==> config.mk <==
export PLATFORM = sky130hd
export DESIGN_NAME = exec_ctrl
export DESIGN_NICKNAME = d
export VERILOG_FILES = /design/src/rtl/exec_pkg.sv /design/src/rtl/edge_pulse.sv /design/src/rtl/exec_ctrl.sv
export SDC_FILE = /design/constraint.sdc
export NUM_CORES = 1
export LEC_CHECK = 0
export CORE_ASPECT_RATIO = 1.4
export CORE_UTILIZATION = 35
export DETAILED_ROUTE_END_ITERATION = 10
export PLACE_DENSITY = 0.63
export SLEW_MARGIN = 20
export SYNTH_ARGS = -nofsm -noshare
export SYNTH_HDL_FRONTEND = slang
export SYNTH_SLANG_ARGS = --single-unit
==> constraint.sdc <==
create_clock -name clk -period 2.7 [get_ports clk]
set_input_delay 0.54 -clock clk [delete_from_list [all_inputs] [get_ports clk]]
set_output_delay 0.54 -clock clk [all_outputs]
set_load 0.03 [all_outputs]
==> src/rtl/exec_pkg.sv <==
// Shared definitions for the execution controller.
// Holds the controller state encodings and the width of the mode output.
package exec_pkg;

    localparam int MODE_W = 3;

    typedef enum logic [MODE_W-1:0] {
        ST_IDLE = 3'd0,
        ST_STEP = 3'd1,
        ST_RUN  = 3'd2,
        ST_FAST = 3'd3,
        ST_EDIT = 3'd4,
        ST_HALT = 3'd5
    } state_e;

endpackage

==> src/rtl/edge_pulse.sv <==
// Rising-edge detector for a front-panel button level.
// The history register clears on reset, so a button held through reset produces one pulse afterwards.
module edge_pulse (
    input  logic clk,
    input  logic rst,
    input  logic in_sig,
    output logic pulse
);

    logic hist_q;
    logic hist_d;

    always_comb begin
        hist_d = in_sig;
    end

    always_ff @(posedge clk) begin
        if (rst) begin
            hist_q <= 1'b0;
        end else begin
            hist_q <= hist_d;
        end
    end

    assign pulse = in_sig & ~hist_q;

endmodule

==> src/rtl/exec_ctrl.sv <==
// Execution and program-load controller: CPU clock-enable pacing, ROM loading and step counting.
// Define BREAKPOINT_EN to add the pc/bp_addr/bp_valid inputs and the bp_hit output.
module exec_ctrl
    import exec_pkg::*;
#(
    parameter int ADDR_W  = 8,
    parameter int CODE_W  = 32,
    parameter int RUN_DIV = 4,
    parameter int CNT_W   = 16
) (
    input  logic              clk,
    input  logic              rst,
    input  logic              next,
    input  logic              run,
    input  logic              speed_run,
    input  logic              edit,
    input  logic [ADDR_W-1:0] line,
    input  logic [CODE_W-1:0] code,
    input  logic              send,
    input  logic              halt,
    output logic              cpu_en,
    output logic              cpu_rst,
    output logic              rom_we,
    output logic [ADDR_W-1:0] rom_addr,
    output logic [CODE_W-1:0] rom_wdata,
    output logic [MODE_W-1:0] mode,
    output logic [CNT_W-1:0]  step_cnt,
    output logic [ADDR_W:0]   load_cnt
`ifdef BREAKPOINT_EN
    ,
    input  logic [ADDR_W-1:0] pc,
    input  logic [ADDR_W-1:0] bp_addr,
    input  logic              bp_valid,
    output logic              bp_hit
`endif
);

    localparam int DIV_W = $clog2(RUN_DIV);
    localparam logic [DIV_W-1:0] DIV_LAST = DIV_W'(RUN_DIV - 1);

    state_e            state_q, state_d;
    logic [DIV_W-1:0]  div_q, div_d;
    logic              cpu_en_q, cpu_en_d;
    logic              cpu_rst_q, cpu_rst_d;
    logic              rom_we_q, rom_we_d;
    logic [ADDR_W-1:0] rom_addr_q, rom_addr_d;
    logic [CODE_W-1:0] rom_wdata_q, rom_wdata_d;
    logic [CNT_W-1:0]  step_cnt_q, step_cnt_d;
    logic [ADDR_W:0]   load_cnt_q, load_cnt_d;
    logic              next_edge, send_edge, bp_trip, run_tick, edit_entry;

    edge_pulse u_next_edge (.clk(clk), .rst(rst), .in_sig(next), .pulse(next_edge));
    edge_pulse u_send_edge (.clk(clk), .rst(rst), .in_sig(send), .pulse(send_edge));

`ifdef BREAKPOINT_EN
    logic bp_hit_q, bp_hit_d;
    assign bp_trip = bp_valid && (pc == bp_addr) && (state_q == ST_RUN || state_q == ST_FAST);
    assign bp_hit  = bp_hit_q;
`else
    assign bp_trip = 1'b0;
`endif

    always_ff @(posedge clk) begin
        if (rst) begin
            state_q     <= ST_IDLE;
            div_q       <= '0;
            cpu_en_q    <= 1'b0;
            cpu_rst_q   <= 1'b0;
            rom_we_q    <= 1'b0;
            rom_addr_q  <= '0;
            rom_wdata_q <= '0;
            step_cnt_q  <= '0;
            load_cnt_q  <= '0;
`ifdef BREAKPOINT_EN
            bp_hit_q    <= 1'b0;
`endif
        end else begin
            state_q     <= state_d;
            div_q       <= div_d;
            cpu_en_q    <= cpu_en_d;
            cpu_rst_q   <= cpu_rst_d;
            rom_we_q    <= rom_we_d;
            rom_addr_q  <= rom_addr_d;
            rom_wdata_q <= rom_wdata_d;
            step_cnt_q  <= step_cnt_d;
            load_cnt_q  <= load_cnt_d;
`ifdef BREAKPOINT_EN
            bp_hit_q    <= bp_hit_d;
`endif
        end
    end

    // Priority: edit, then halt (HALT is sticky until edit or reset), then speed_run, run, next edge.
    always_comb begin
        state_d = state_q;
        if (edit) begin
            state_d = ST_EDIT;
        end else if (state_q == ST_EDIT) begin
            state_d = ST_IDLE;
        end else if (halt || bp_trip || state_q == ST_HALT) begin
            state_d = ST_HALT;
        end else if (speed_run) begin
            state_d = ST_FAST;
        end else if (run) begin
            state_d = ST_RUN;
        end else if (next_edge) begin
            state_d = ST_STEP;
        end else begin
            state_d = ST_IDLE;
        end
    end

    // The divider only advances while RUN persists, so every RUN entry restarts the pacing.
    always_comb begin
        run_tick   = (state_q == ST_RUN) && (state_d == ST_RUN) && (div_q == DIV_LAST);
        edit_entry = (state_d == ST_EDIT) && (state_q != ST_EDIT);

        div_d = '0;
        if (state_q == ST_RUN && state_d == ST_RUN && div_q != DIV_LAST) begin
            div_d = div_q + DIV_W'(1);
        end

        cpu_en_d = !halt && ((state_d == ST_FAST) || (state_d == ST_STEP) || run_tick);

        step_cnt_d = step_cnt_q;
        if (cpu_en_d && step_cnt_q != '1) begin
            step_cnt_d = step_cnt_q + CNT_W'(1);
        end

        rom_we_d    = (state_q == ST_EDIT) && send_edge;
        rom_addr_d  = rom_we_d ? line : rom_addr_q;
        rom_wdata_d = rom_we_d ? code : rom_wdata_q;
        cpu_rst_d   = (state_q == ST_EDIT) && !edit;

        load_cnt_d = load_cnt_q;
        if (edit_entry) begin
            load_cnt_d = '0;
        end else if (rom_we_d && load_cnt_q != '1) begin
            load_cnt_d = load_cnt_q + (ADDR_W + 1)'(1);
        end

`ifdef BREAKPOINT_EN
        bp_hit_d = bp_hit_q;
        if (edit_entry) begin
            bp_hit_d = 1'b0;
        end else if (bp_trip) begin
            bp_hit_d = 1'b1;
        end
`endif
    end

    assign cpu_en    = cpu_en_q;
    assign cpu_rst   = cpu_rst_q;
    assign rom_we    = rom_we_q;
    assign rom_addr  = rom_addr_q;
    assign rom_wdata = rom_wdata_q;
    assign mode      = state_q;
    assign step_cnt  = step_cnt_q;
    assign load_cnt  = load_cnt_q;

endmodule

; ---- Yosys cells after proc, flatten, opt, wreduce, memory -nomap -nowiden
; Index checks and enable logic that the tools add are counted.
[op_classes]
add_sub_neg = 3
eq_ne = 12
muxes = 6
bitwise = 5
n_reduce_logical = 16
[ops]
columns = op, n
row1 = $add A16 B1 Y16 const B, 1
row2 = $ne A16 B16 Y1 const B, 1
row3 = $add A9 B1 Y9 const B, 1
row4 = $eq A3 B2 Y1 const B, 3
row5 = $eq A3 B3 Y1 const B, 3
row6 = $logic_and A1 B1 Y1, 9
row7 = $mux W3, 3
row8 = $ne A9 B9 Y1 const B, 1
row9 = $mux W2, 2
row10 = $reduce_or A2 Y1, 2
row11 = $eq A3 B1 Y1 const B, 1
row12 = $logic_or A1 B1 Y1, 3
row13 = $ne A3 B3 Y1 const B, 1
row14 = $not A1 Y1, 3
row15 = $add A2 B1 Y2 const B, 1
row16 = $and A1 B1 Y1, 2
row17 = $eq A2 B2 Y1 const B, 1
row18 = $logic_not A1 Y1, 2
row19 = $ne A2 B2 Y1 const B, 1
row20 = $mux W1, 1
[word_totals]
ff_bits = 75
input_bits = 48
output_inout_bits = 71

; ---- Depth between registers and ports, before layout
[depth]
ltp_word = 14
depth_mapped = 8

; ---- Hierarchy
; From an unflattened synthesis, not the netlist that was laid out.
[unflattened]
hier_cells = 367
area_unflattened_um2 = 3054.2
[by_module_without_submodules]
columns = mod, instances, cells_each, area_per_inst_um2, seq_area_each_um2
row1 = exec_ctrl, 1, 361, 2959.1, 1461.4
row2 = edge_pulse, 2, 3, 47.5, 20.0

; ---- Worst setup path after synthesis
; No wires, ideal clock.
[synth_path]
kind = in2reg
from = input port run
to = register step_cnt_q[15] (netlist: step_cnt[15])
setup_time_ns = 0.070
t_arrival_ns = 2.160
t_required_ns = 2.630
slack_ns = 0.469
path_stages = 5
n_path_buf = 0
path_cell_list = or3b_4 -> a2111oi_4 -> o2bb2ai_2 -> or4_1 -> a21oi_1
[synth_via]
elab_chain_len = 11
elab_cells_between_ends = 14
cone_classes = eq/ne (3) / mux (5) / reduce/logical (6)
[synth_lines]
columns = item, line
row1 = start: declaration, exec_ctrl.sv:14  ; input logic run,
row2 = $mux W2 (*), exec_ctrl.sv:104  ; end else if (run) begin
row3 = $mux W2 (*), exec_ctrl.sv:102  ; end else if (speed_run) begin
row4 = $mux W3 (*), exec_ctrl.sv:100  ; end else if (halt || bp_trip || state_q == ST_HALT) begin
row5 = $mux W3 (*), exec_ctrl.sv:98  ; end else if (state_q == ST_EDIT) begin
row6 = $mux W3 (*), exec_ctrl.sv:96  ; if (edit) begin
row7 = $eq A3 B2 Y1, exec_ctrl.sv:115  ; run_tick = (state_q == ST_RUN) && (state_d == ST_RUN) && (div_q == DIV_LAST);
row8 = $logic_and A1 B1 Y1 (2 in series), exec_ctrl.sv:115
row9 = $logic_or A1 B1 Y1 (*), exec_ctrl.sv:123  ; cpu_en_d = !halt && ((state_d == ST_FAST) || (state_d == ST_STEP) || run_tick);
row10 = $logic_and A1 B1 Y1 (*), exec_ctrl.sv:123
row11 = $logic_and A1 B1 Y1 (*), exec_ctrl.sv:126  ; if (cpu_en_d && step_cnt_q != '1) begin
row12 = end signal: assignment, exec_ctrl.sv:85  ; step_cnt_q <= step_cnt_d;
row13 = end: declaration, exec_ctrl.sv:48  ; logic [CNT_W-1:0] step_cnt_q, step_cnt_d;
; Every way passes the cells marked *; elsewhere a longest branch is shown, timed or not.
; A chain may end at the register's enable or synchronous reset.

; ---- Final worst setup path
[layout_path]
from = input port next
to = register step_cnt_q[15] (netlist: step_cnt[15])
[layout_via]
elab_chain_len = 13
elab_cells_between_ends = 16
cone_classes = eq/ne (3) / mux (6) / bitwise (1) / reduce/logical (6)
[layout_lines]
columns = item, line
row1 = start: declaration, exec_ctrl.sv:13  ; input logic next,
row2 = $and A1 B1 Y1 (*), edge_pulse.sv:25  ; assign pulse = in_sig & ~hist_q;
row3 = $mux W1 (*), exec_ctrl.sv:106  ; end else if (next_edge) begin
row4 = $mux W2 (*), exec_ctrl.sv:104
row5 = $mux W2 (*), exec_ctrl.sv:102
row6 = $mux W3 (*), exec_ctrl.sv:100
row7 = $mux W3 (*), exec_ctrl.sv:98
row8 = $mux W3 (*), exec_ctrl.sv:96
row9 = $eq A3 B2 Y1, exec_ctrl.sv:115
row10 = $logic_and A1 B1 Y1 (2 in series), exec_ctrl.sv:115
row11 = $logic_or A1 B1 Y1 (*), exec_ctrl.sv:123
row12 = $logic_and A1 B1 Y1 (*), exec_ctrl.sv:123
row13 = $logic_and A1 B1 Y1 (*), exec_ctrl.sv:126
; Marked as above.

==> impl_metrics.py <==
metrics = {
    "global_route": {
        "grt_max_degree": 44,
        "track_usage_pct": 18.68,
        "grt_pass1_wl_um": 12740,
        "first_global_vias": 2687,
        "grt_antenna_before_repair": 0,
        "grt_overflow": 0,
    },
    "clock_tree": {
        "cts.sinks": 75,
        "cts.hold.buffers_added": 0,
        "clockBufferDepth": 2,
        "root_buffer": "clkbuf_16",
        "cts_buffers": 9,
        "post-cts-setup-buffers": 0,
        "cts_tree": "done",
        "insertion_delay_ns": 0.33,
        "clk_pin_slew_ns": 0.06,
        "cts.repair.resized": 0,
        "htree_levels": 3,
    },
    "timing": {
        "worst_pin_slew_ns": 0.8541,
        "finalWorstPathRequiredPeriod_ns": 2.427,
        "setup_viol": 0,
        "fin_ws_ns": 0.2729,
        "max_slew_margin_pct": 43.06,
        "max_freq_ghz": 0.4120,
        "grt_setup_unrepaired": "false",
        "hold_viol": 0,
        "hold_ws_ns": 0.4193,
        "maxSlewViolCount": 0,
        "finalClockSkew_ns": 0.005680,
        "finalCritPeriodShare_pct": 89.89,
    },
    "route": {
        "antenna_left": 0,
        "avgRoutedWirePerCell_um": 13.32,
        "vias": 2829,
        "first_iter_violations": 91,
        "first_pass_iters": 4,
        "drc": 0,
        "viasPerCell": 4.878,
        "drt_wl_total_um": 7723,
    },
    "floorplanning": {
        "fp.dieW_um": 79.61,
        "die_area_sq_um": 8809,
        "core-area_sq_um": 8149,
        "start_util_pct": 36.22,
        "pin_count": 119,
        "dieHeight_um": 110.7,
        "row_count": 39,
    },
    "power_and_ir_drop": {
        "pwr-share-seq_pct": 40.9,
        "p_switching_mw": 0.6181,
        "power_frac_clock_pct": 48.3,
        "cellPowerDensity_nw_per_um2": 613.5,
        "vdd_ir_drop_max_v": 0.0003903,
        "power.leakage_nw": 1.645,
        "power_mw": 2.825,
        "p_int_mw": 2.207,
        "p_sw_share_pct": 21.88,
        "combinationalPowerShare_pct": 10.7,
    },
    "outcome": {
        "status": "finished clean",
    },
    "finish": {
        "design_area_sq_um": 4604,
        "nNetsFinal": 525,
        "multi_input_area_sq_um": 1351,
        "fillerInstances": 761,
        "layout-drive-gt1-share_pct": 7.741,
        "seq_area_sq_um": 1501,
        "insertedDiodeCount": 0,
        "finalNonFillerCells": 580,
        "area_growth_pct": 56.00,
    },
    "worst_setup_path": {
        "critPathKind": "in2reg",
        "worstPathRequired_ns": 2.95,
        "r2r_end": "load_cnt[3]",
        "ff2ff_path_depth": 8,
        "critPathMaxStageDelay_ns": 0.53,
        "r2r_start": "load_cnt[3]",
        "worstSetupStartpointType": "primary input",
        "cp_slowest_cell": "or4_1",
        "end_kind": "flip-flop",
        "crit_chain": "clkdlybuf4s50_1, or3b_4, a2111oi_4, o2bb2ai_2, or4_1, a21oi_1",
        "path_max_fanout": 7,
        "cp.arrival_ns": 2.68,
        "r2r_slack_ns": 0.54,
    },
    "hold_path": {
        "min_to": "div_q[0]",
        "holdCritStartpoint": "div_q[0]",
        "min_path_cells": 1,
        "hold_class": "reg2reg",
    },
    "synth": {
        "synth.ff_latch_count": 75,
        "synth_nets": 405,
        "yosysSeqAreaShare_pct": 50.87,
        "synth_cell_types": 36,
        "syn_area_sq_um": 2952,
        "synth_cells": 353,
        "ys_warn_count": 0,
        "avgSynthCellArea_sq_um": 8.361,
    },
    "place": {
        "placed_area_sq_um": 4262,
        "gp_congestion": 0.8020,
        "port_buffers": 118,
        "pre_cts_slack_ns": -0.06473,
        "dp_hpwl_um": 5521,
        "place_inst": 564,
    },
    "job": {
        "cap_violations": 0,
    },
}
metrics by stage:
step,util (%),TNS [ns]
CTS,56.50,0
finish,56.50,0
detailed placement,52.30,-0.2119
floorplan,-,0
global route,56.50,0
global placement,52.30,0
synthesized netlist by cell type:
library cell	n	share of area (%)
clkbuf_1	19	2.4
nand4_1	8	1.7
and2_1	1	0.21
nand2b_1	1	0.21
or3b_4	1	0.38
buf_4	1	0.25
o2111ai_1	1	0.30
o21ai_0	9	1.5
nor4_1	3	0.64
xor2_1	9	2.7
nand3_1	8	1.4
o211a_1	1	0.34
a21o_1	1	0.25
or4b_4	1	0.47
nor2b_1	4	0.85
o31ai_1	3	0.76
nor4b_4	1	0.81
dfxtp_1	75	51
mux2i_1	1	0.34
or3_1	9	1.9
o2bb2ai_2	1	0.51
nand2_1	89	11
xnor2_1	2	0.59
o211ai_1	2	0.51
or4_1	3	0.76
or2_2	2	0.42
nor2_1	24	3.1
or3b_2	1	0.30
mux2_1	1	0.38
ha_1	4	1.7
a2111oi_4	1	0.93
nor3_1	2	0.34
nor3_2	1	0.34
inv_1	6	0.76
and3_1	4	0.85
a21oi_1	53	9.0
worst max path at each step:
| stage | endpoint | from | slack [ns] |
|---|---|---|---|
| finish | step_cnt[15] | next | 0.27 |
| global route | step_cnt[15] | next | 0.16 |
| CTS | step_cnt[15] | next | 0.28 |
| detailed placement | step_cnt[15] | next | -0.06 |
| global placement | step_cnt[13] | next | 0.01 |
| floorplan | step_cnt[15] | run | 0.47 |
cell usage in the layout, fill, tap and decap left out, types with 2 or more instances in the layout:
master	n
nor2b_1	4
nand2_1	89
o21ai_0	9
clkdlybuf4s50_1	117
buf_4	11
or3_1	9
nand4_1	8
or2_2	2
o31ai_1	3
or4_1	3
nand3_1	8
bufinv_16	3
a21oi_1	53
clkinv_2	2
ha_1	4
inv_1	6
o211ai_1	2
nor3_1	2
nor2_1	23
and3_1	4
dfxtp_1	75
xnor2_1	2
nor4_1	3
xor2_1	9
clkbuf_16	9
cells by family after synthesis:
| logic type | synth area share, % |
|---|---|
| AO/OA/AOI/OAI | 14.12 |
| adder cells (fa/ha/maj) | 1.696 |
| AND/OR/NAND/NOR | 25.90 |
| flip-flops | 50.87 |
| multiplexers | 0.7206 |
| XOR/XNOR | 3.264 |
| buffers and inverters | 3.434 |
power groups by stage:
stage	Combinational, mW	Clock [mW]	Sequential [mW]
after floorplan	0.0916	0	1.24
after global placement	0.303	0	1.18
after detailed placement	0.306	0	1.18
after CTS	0.307	1.40	1.16
after global routing	0.327	1.45	1.16
final	0.303	1.37	1.16
layer usage:
| metal | vias up | GRT usage (%) | share of wire (%) |
|---|---|---|---|
| met1 | 1296 | 20.72 | 41 |
| met5 | - | 0 | 0 |
| met2 | 81 | 30.88 | 50 |
| met3 | 18 | 5.350 | 5.7 |
| met4 | 0 | 11.15 | 3.2 |
| li1 | 1434 | - | - |
final cells by class:
cell class / instances / area share, %
flip-flops and latches: 75 / 32.61
multi-input cells: 252 / 29.35
well taps: 102 / 2.772
repair buffers: 129 / 27.34
clock buffers: 11 / 5.272
clock inverters: 5 / 2.174
inverters: 6 / 0.4891
worst max-delay path, delay by kind of cell:
kind / cells / cell delay (ns)
and+or+nand+nor: 2 / 0.93
AOI/OAI and AO/OA: 3 / 0.73
buffers and inverters: 1 / 0.48
flip-flops by register name, indices dropped and copies added (netlist names), 2 cells and up:
signal and flops:
step_cnt 16, load_cnt 9, rom_addr 8, mode 3, div_q 2, rom_wdata 32
Power figures use the tool's default switching activity.
